[config.mk]
export PLATFORM = sky130hd
export DESIGN_NAME = mmx_writeback
export DESIGN_NICKNAME = d
export VERILOG_FILES = /design/src/rtl/mmx_writeback_pkg.sv /design/src/rtl/mmx_writeback_fifo.sv /design/src/rtl/mmx_writeback.sv
export SDC_FILE = /design/constraint.sdc
export NUM_CORES = 1
export LEC_CHECK = 0
export ABC_AREA = 1
export CORE_MARGIN = 2
export CORE_UTILIZATION = 53
export DETAILED_ROUTE_END_ITERATION = 7
export HOLD_SLACK_MARGIN = 0.06
export PLACE_DENSITY = 0.79
export SYNTH_ARGS = -nofsm -noshare
export SYNTH_HDL_FRONTEND = slang
export SYNTH_HIERARCHICAL = 1
export SYNTH_SLANG_ARGS = --single-unit
[constraint.sdc]
create_clock -name clk -period 25.4 [get_ports clk]
set_input_delay 5.08 -clock clk [delete_from_list [all_inputs] [get_ports clk]]
set_output_delay 5.08 -clock clk [all_outputs]
set_load 0.01 [all_outputs]
[src/rtl/mmx_writeback_pkg.sv]
// Shared types and widths for the MMX writeback buffer.
package mmx_writeback_pkg;

  localparam int MMX_REG_W  = 3;
  localparam int MMX_DATA_W = 64;

  typedef struct packed {
    logic [MMX_REG_W-1:0]  dest;
    logic [MMX_DATA_W-1:0] data;
  } mmx_wb_entry_t;

endpackage

[src/rtl/mmx_writeback_fifo.sv]
// In-order storage for mmx_writeback: pointers, occupancy and entry arrays.
// The flattened entry views let the top level search every slot for bypass.
module mmx_wb_fifo
  import mmx_writeback_pkg::*;
#(
  parameter  int DEPTH  = 4,
  parameter  int DATA_W = MMX_DATA_W,
  localparam int PTR_W  = $clog2(DEPTH),
  localparam int CNT_W  = PTR_W + 1
) (
  input  logic                          clk,
  input  logic                          rst,
  input  logic                          push,
  input  logic                          pop,
  input  logic [MMX_REG_W-1:0]          push_dest,
  input  logic [DATA_W-1:0]             push_data,
  output logic [MMX_REG_W-1:0]          head_dest,
  output logic [DATA_W-1:0]             head_data,
  output logic                          full,
  output logic                          empty,
  output logic [CNT_W-1:0]              count,
  output logic [PTR_W-1:0]              rd_ptr,
  output logic [DEPTH*MMX_REG_W-1:0]    mem_dest_flat,
  output logic [DEPTH*DATA_W-1:0]       mem_data_flat
);

  logic [PTR_W-1:0]     wr_ptr_q, wr_ptr_d;
  logic [PTR_W-1:0]     rd_ptr_q, rd_ptr_d;
  logic [CNT_W-1:0]     count_q, count_d;
  logic [MMX_REG_W-1:0] mem_dest_q [DEPTH];
  logic [MMX_REG_W-1:0] mem_dest_d [DEPTH];
  logic [DATA_W-1:0]    mem_data_q [DEPTH];
  logic [DATA_W-1:0]    mem_data_d [DEPTH];

  always_comb begin
    wr_ptr_d   = wr_ptr_q;
    rd_ptr_d   = rd_ptr_q;
    count_d    = count_q;
    mem_dest_d = mem_dest_q;
    mem_data_d = mem_data_q;
    if (push) begin
      wr_ptr_d             = wr_ptr_q + PTR_W'(1);
      mem_dest_d[wr_ptr_q] = push_dest;
      mem_data_d[wr_ptr_q] = push_data;
    end else begin
      wr_ptr_d = wr_ptr_q;
    end
    if (pop) begin
      rd_ptr_d = rd_ptr_q + PTR_W'(1);
    end else begin
      rd_ptr_d = rd_ptr_q;
    end
    case ({push, pop})
      2'b10:   count_d = count_q + CNT_W'(1);
      2'b01:   count_d = count_q - CNT_W'(1);
      default: count_d = count_q;
    endcase
  end

  // Storage is cleared on reset so the head of an empty buffer reads as zero.
  always_ff @(posedge clk or posedge rst) begin
    if (rst) begin
      wr_ptr_q <= '0;
      rd_ptr_q <= '0;
      count_q  <= '0;
      for (int i = 0; i < DEPTH; i++) begin
        mem_dest_q[i] <= '0;
        mem_data_q[i] <= '0;
      end
    end else begin
      wr_ptr_q   <= wr_ptr_d;
      rd_ptr_q   <= rd_ptr_d;
      count_q    <= count_d;
      mem_dest_q <= mem_dest_d;
      mem_data_q <= mem_data_d;
    end
  end

  always_comb begin
    mem_dest_flat = '0;
    mem_data_flat = '0;
    for (int i = 0; i < DEPTH; i++) begin
      mem_dest_flat[i*MMX_REG_W +: MMX_REG_W] = mem_dest_q[i];
      mem_data_flat[i*DATA_W +: DATA_W]       = mem_data_q[i];
    end
  end

  assign head_dest = mem_dest_q[rd_ptr_q];
  assign head_data = mem_data_q[rd_ptr_q];
  assign full      = (count_q == CNT_W'(DEPTH));
  assign empty     = (count_q == CNT_W'(0));
  assign count     = count_q;
  assign rd_ptr    = rd_ptr_q;

endmodule

[src/rtl/mmx_writeback.sv]
// MMX writeback buffer: accepts execute results, retires one per cycle to the RF.
// Define MMX_WB_BYPASS_EN to enable the lookup_* bypass search of queued results.
module mmx_writeback
  import mmx_writeback_pkg::*;
#(
  parameter int DEPTH  = 4,
  parameter int DATA_W = MMX_DATA_W
) (
  input  logic                   clk,
  input  logic                   reset,
  input  logic                   in_valid,
  output logic                   in_ready,
  input  logic                   in_wr,
  input  logic [MMX_REG_W-1:0]   in_dest,
  input  logic [DATA_W-1:0]      in_data,
  input  logic                   rf_ready,
  output logic                   write_enable,
  output logic [MMX_REG_W-1:0]   write_select,
  output logic [DATA_W-1:0]      write_data,
  output logic [$clog2(DEPTH):0] count,
  input  logic [MMX_REG_W-1:0]   lookup_reg,
  output logic                   lookup_hit,
  output logic [DATA_W-1:0]      lookup_data
);

  localparam int PTR_W = $clog2(DEPTH);
  localparam int CNT_W = PTR_W + 1;

  logic                       push;
  logic                       pop;
  logic                       full;
  logic                       empty;
  logic [PTR_W-1:0]           rd_ptr;
  logic [DEPTH*MMX_REG_W-1:0] mem_dest_flat;
  logic [DEPTH*DATA_W-1:0]    mem_data_flat;

  // in_ready depends only on stored occupancy, so a same-cycle pop never frees a full slot.
  assign in_ready     = ~full;
  assign push         = in_valid & in_ready & in_wr;
  assign write_enable = ~empty & rf_ready;
  assign pop          = write_enable;

  mmx_wb_fifo #(
    .DEPTH  (DEPTH),
    .DATA_W (DATA_W)
  ) u_fifo (
    .clk           (clk),
    .rst           (reset),
    .push          (push),
    .pop           (pop),
    .push_dest     (in_dest),
    .push_data     (in_data),
    .head_dest     (write_select),
    .head_data     (write_data),
    .full          (full),
    .empty         (empty),
    .count         (count),
    .rd_ptr        (rd_ptr),
    .mem_dest_flat (mem_dest_flat),
    .mem_data_flat (mem_data_flat)
  );

`ifdef MMX_WB_BYPASS_EN
  logic [PTR_W-1:0] idx;

  // Walk oldest to youngest so the last match left standing is the youngest.
  always_comb begin
    lookup_hit  = 1'b0;
    lookup_data = '0;
    idx         = '0;
    for (int k = 0; k < DEPTH; k++) begin
      idx = rd_ptr + PTR_W'(k);
      if ((CNT_W'(k) < count) &&
          (mem_dest_flat[int'(idx)*MMX_REG_W +: MMX_REG_W] == lookup_reg)) begin
        lookup_hit  = 1'b1;
        lookup_data = mem_data_flat[int'(idx)*DATA_W +: DATA_W];
      end else begin
        lookup_hit  = lookup_hit;
        lookup_data = lookup_data;
      end
    end
  end
`else
  logic unused_bypass;

  assign lookup_hit    = 1'b0;
  assign lookup_data   = '0;
  assign unused_bypass = ^{lookup_reg, rd_ptr, mem_dest_flat, mem_data_flat};
`endif

endmodule

Word-level counts from Yosys, hierarchy flattened
Cells that the tools add are included.

storage, ports and cells
  register bits after elaboration = 275
  bits of input ports = 75
  output and inout bits = 137
  word-level logic and storage cells = 44

cells by class
  add/subtract/negate cells = 4
  $lt $le $gt $ge = 3
  equality and inequality tests = 3
  multiplexer cells = 13
  bitwise logic cells = 7
  reduce and logical (&&, ||, !) cells = 3

operators by type and width
  operator                                             count
  bitwise mux 256 bit                                  1
  two-way mux 64 bit                                   3
  binary-select mux 64 bit (select 2 bit)              1
  demux 64 bit (select 2 bit)                          1
  bitwise mux 12 bit                                   1
  two-way mux 3 bit                                    3
  binary-select mux 3 bit (select 2 bit)               1
  demux 3 bit (select 2 bit)                           1
  >= comparator 3 bit (second input constant)          2
  inverter 2 -> 3 bit                                  2
  one-hot mux 3 bit (2 select lines)                   1
  adder 2 x 1 -> 2 bit (second input constant)         2
  adder 3 x 1 -> 3 bit (second input constant)         1
  bitwise AND 1 bit                                    3
  == test 3 bit (second input constant)                1
  zero test 3 bit                                      1
  < comparator 3 x 1 -> 1 bit (second input constant)  1
  subtractor 3 x 1 -> 3 bit (second input constant)    1
  == test 2 x 1 -> 1 bit (second input constant)       1
  == test 2 bit (second input constant)                1
  inverter 1 bit                                       2
  nonzero test 2 bit                                   1
  logical AND 1 bit                                    1

Logic depth before layout (Yosys ltp)
  word-level depth = 6
  depth in mapped cells = 13
  gate-level depth less buffers = 12

Modules after synthesis
The synthesis kept the hierarchy.

modules (own cells, without submodules)
  module         instances  cells an instance  area each (um^2)  sequential area each (um^2)
  mmx_wb_fifo    1          1487               12687.2           6881.6
  mmx_writeback  1          71                 513.0             0.0

Worst setup path after synthesis
OpenSTA, ideal clock, no wires.

  path kind = in2out
  from = input rf_ready
  to = output write_enable
  data arrival time = 5377 ps
  required time = 20320 ps
  slack = 14943 ps
  cell stages on the path = 2
  path buffers = 0
  path through = inv_1 > nor2_1

between the ends
  cells in the longest elaborated chain, start to end = 1

RTL lines
  what               RTL line             text
  from (decl)        mmx_writeback.sv:16  input logic rf_ready,
  bitwise AND 1 bit  mmx_writeback.sv:40  assign write_enable = ~empty & rf_ready;
  to (decl)          mmx_writeback.sv:17  output logic write_enable,

No other way between the ends.

Worst setup path in the final report
Same ends and word-level chain as after synthesis.

==> flow_summary.yaml <==
global_route:
  grt_pass1_wl_microns: 45400
  gr-usage-met2_pct: 35.3
  busiest_layer: "met2"
  grt_pass1_vias: 9400
  grt_use_met3_pct: 3.50
  grt_util_all_layers_pct: 20.9
  grt_antenna_before_repair: 0
  gr-total-overflow: 0
  grtUsageMet1_pct: 28.9
  grt_max_degree: 138
final_layout:
  final_common_cell: "nand2_1"
  fillCellCount: 2030
  layout_common_cells: "477 x nand2_1, 273 x dfrtp_1, 246 x o21ai_0, 212 x inv_1, 143 x clkdlybuf4s50_1"
  fin_nets: 1719
  drive_gt1_share_pct: 3.63
  instances_no_fill: 1980
  syn2layout_area_growth_pct: 14.3
clocking:
  clkLatencyLatePin_ns: 0.53
  cts_setup_buffers: 0
  htreeDepth: 1
  cts-buffers-inserted: 28
  cts_hold_buf: 0
  root_buffer: "clkbuf_16"
  clk_path_buf_depth: 3
  cts_sinks: 275
  clkTransAtPathRegs_ns: 0.06
  cts_repair_resize_count: 0
  cts_tree: "yes"
placed_design:
  globalplace.congestion: 0.739
  dpl.cell_count: 1932
  dp_slack_ns: 13.89
  port_buffers: 143
  place_hpwl_microns: 15700
run_status:
  outcome: "finished, final reports clean"
setup_path:
  worstSetupEndpointType: "output port"
  rr_worst_depth: 5
  crit_path_max_fanout: 4
  worstPathRequired_ns: 20.32
  reg2reg_to: "u_fifo/mem_data_flat[14]"
  r2r_setup_slack_ns: 22.81
  cp_cell_sequence: "clkdlybuf4s50_1 -> inv_1 -> nor2_1 -> clkdlybuf4s50_1"
  r2r_start: "u_fifo/count[1]"
  crit_type: "in -> out"
  startpoint_type: "primary input"
  cp_slowest_cell: "clkdlybuf4s50_1"
  crit_start: "rf_ready"
  cp_common_cell: "clkdlybuf4s50_1"
  crit_arrival_ns: 6.42
  endpoint: "write_enable"
  cp_slowest_stage_delay_ns: 0.61
detailed_routing:
  drt-total-wl_microns: 27300
  drcViolationCount: 0
  antenna_left: 0
  vias_per_cell: 5.12
  vias: 10146
  wl_per_cell_microns: 13.8
  drtIter0Drc: 803
  drt-pass1-iter-count: 6
yosys:
  ys_seq_area_share_pct: 52.1
  syn_area_per_cell_sq_um: 8.47
  netlist_area_sq_um: 13200
  synth_cell_types: 22
  synth.area.top_cells: "dfrtp_1 52%, nand2_1 14%, o21ai_0 9.3%, o211ai_1 7.6%, inv_1 6.1%"
  syn_inst: 1558
  ys_warn_count: 6
  synth-seq-cells: 275
  yosys.area.top_type: "dfrtp_1"
  yosysTopAreaCellShare_pct: 52.1
die:
  dieArea_sq_um: 26200
  rows: 57
  start_util_pct: 54.1
  io_pins: 212
  die-height_microns: 162
  fp.dieW_microns: 162
  coreArea_sq_um: 24400
sta:
  worst_clock_skew_ns: 0.00772
  finalSetupTns_ns: 0
  setup_violations: 0
  final-hold-violation-count: 0
  worst_pin_slew_ns: 1.09
  min_period_ns: 11.50
  grt_setup_unrepaired: "false"
  slew_violations: 0
  min_period_over_period_pct: 45.3
  setup_ws_ns: 13.90
  relSlewSlack_pct: 27.4
  fmax_ghz: 0.0870
job:
  maxCapViolations: 0
power_and_ir_drop:
  ir_worst_vdd_mv: 0.0844
  p_total_w: 0.00201
  p_leak_nw: 7.61
  power_density_nw_per_um2: 133
hold_path:
  hold_path.class: "reg -> reg"
  hold_path_depth: 2
==> cells by family (layout without fill, tap and decap cells) <==
family                     after synthesis  count (layout)  share of synthesized area, %
and+or+nand+nor                        487             487                          14.1
AOI/OAI and AO/OA                      404             404                          17.9
buffers and inverters                  381             414                          14.9
DFF                                    275             275                          52.1
adders and majority gates                6               6                         0.626
xor gates and xnor gates                 4               4                         0.265
other                                    1              66                        0.0284
==> critical path: cells and delay by family <==
kind	cells	cell delay [ns]
and+or+nand+nor	1	0.25
buffers and inverters	3	1.09
==> synthesized netlist by cell type <==
library cell,instances
inv_2,1
o211ai_1,134
buf_2,32
buf_4,70
nand2_1,477
buf_6,32
nor2_2,1
xnor2_1,1
ha_1,5
nand3_1,1
o21ai_1,24
inv_1,213
clkbuf_1,33
dfrtp_1,275
o21ai_0,246
conb_1,1
xor2_1,3
nand4_1,1
fa_1,1
nor2_1,1
nand2_4,4
nor3_1,2
==> sequential cells by signal (all words and copies together), names as in the netlist <==
name                  count
u_fifo/wr_ptr_q           2
u_fifo/count              3
u_fifo/rd_ptr             2
u_fifo/mem_data_flat    256
u_fifo/mem_dest_flat     12
==> through the flow <==
stage / area [sq um] / util (%) / hold WS [ns]
after global placement: 14200 / 58.2 / 0.466
after global routing: 15100 / 61.8 / 0.501
final: 15100 / 61.8 / 0.480
after CTS: 15100 / 61.8 / 0.487
after detailed placement: 14200 / 58.2 / 0.472
after floorplan: 13400 / - / 0.453
==> where the power goes <==
part / leakage (nW) / switching (W) / total (W) / internal (W)
clock: 0.441 / 0.000160 / 0.000394 / 0.000234
sequential: 3.44 / 0.000116 / 0.000756 / 0.000639
combinational: 3.73 / 0.000469 / 0.000859 / 0.000390
total: 7.61 / 0.000745 / 0.00201 / 0.00126
==> routing by layer <==
layer	vias to the layer above	routed length, microns
met5	-	0
met4	0	315
met3	32	1940
met2	327	12900
met1	4787	12100
li1	5000	-
==> layout make-up <==
| cell class | instances | area [sq um] | share of cell area [%] |
|---|---|---|---|
| Timing Repair Buffer | 153 | 1510 | 9.99 |
| Clock inverter | 6 | 55.1 | 0.365 |
| Clock buffer | 41 | 831 | 5.51 |
| Multi-Input combinational cell | 966 | 4590 | 30.4 |
| Antenna cell | 1 | 2.50 | 0.0166 |
| Inverter | 214 | 811 | 5.38 |
| Tap cell | 324 | 405 | 2.69 |
| Sequential cell | 275 | 6890 | 45.7 |
==> how the worst min path moves through the flow <==
| stage | startpoint | end | slack, ns |
|---|---|---|---|
| after global routing | u_fifo/mem_data_flat[233] | u_fifo/mem_data_flat[233] | 0.50 |
| after CTS | u_fifo/mem_data_flat[87] | u_fifo/mem_data_flat[87] | 0.49 |
| after detailed placement | u_fifo/mem_data_flat[87] | u_fifo/mem_data_flat[87] | 0.47 |
| after global placement | u_fifo/mem_data_flat[239] | u_fifo/mem_data_flat[239] | 0.47 |
| final | u_fifo/mem_data_flat[81] | u_fifo/mem_data_flat[81] | 0.48 |
| after floorplan | u_fifo/mem_data_flat[100] | u_fifo/mem_data_flat[100] | 0.45 |
Note: power is estimated with default switching activity, not from simulation.
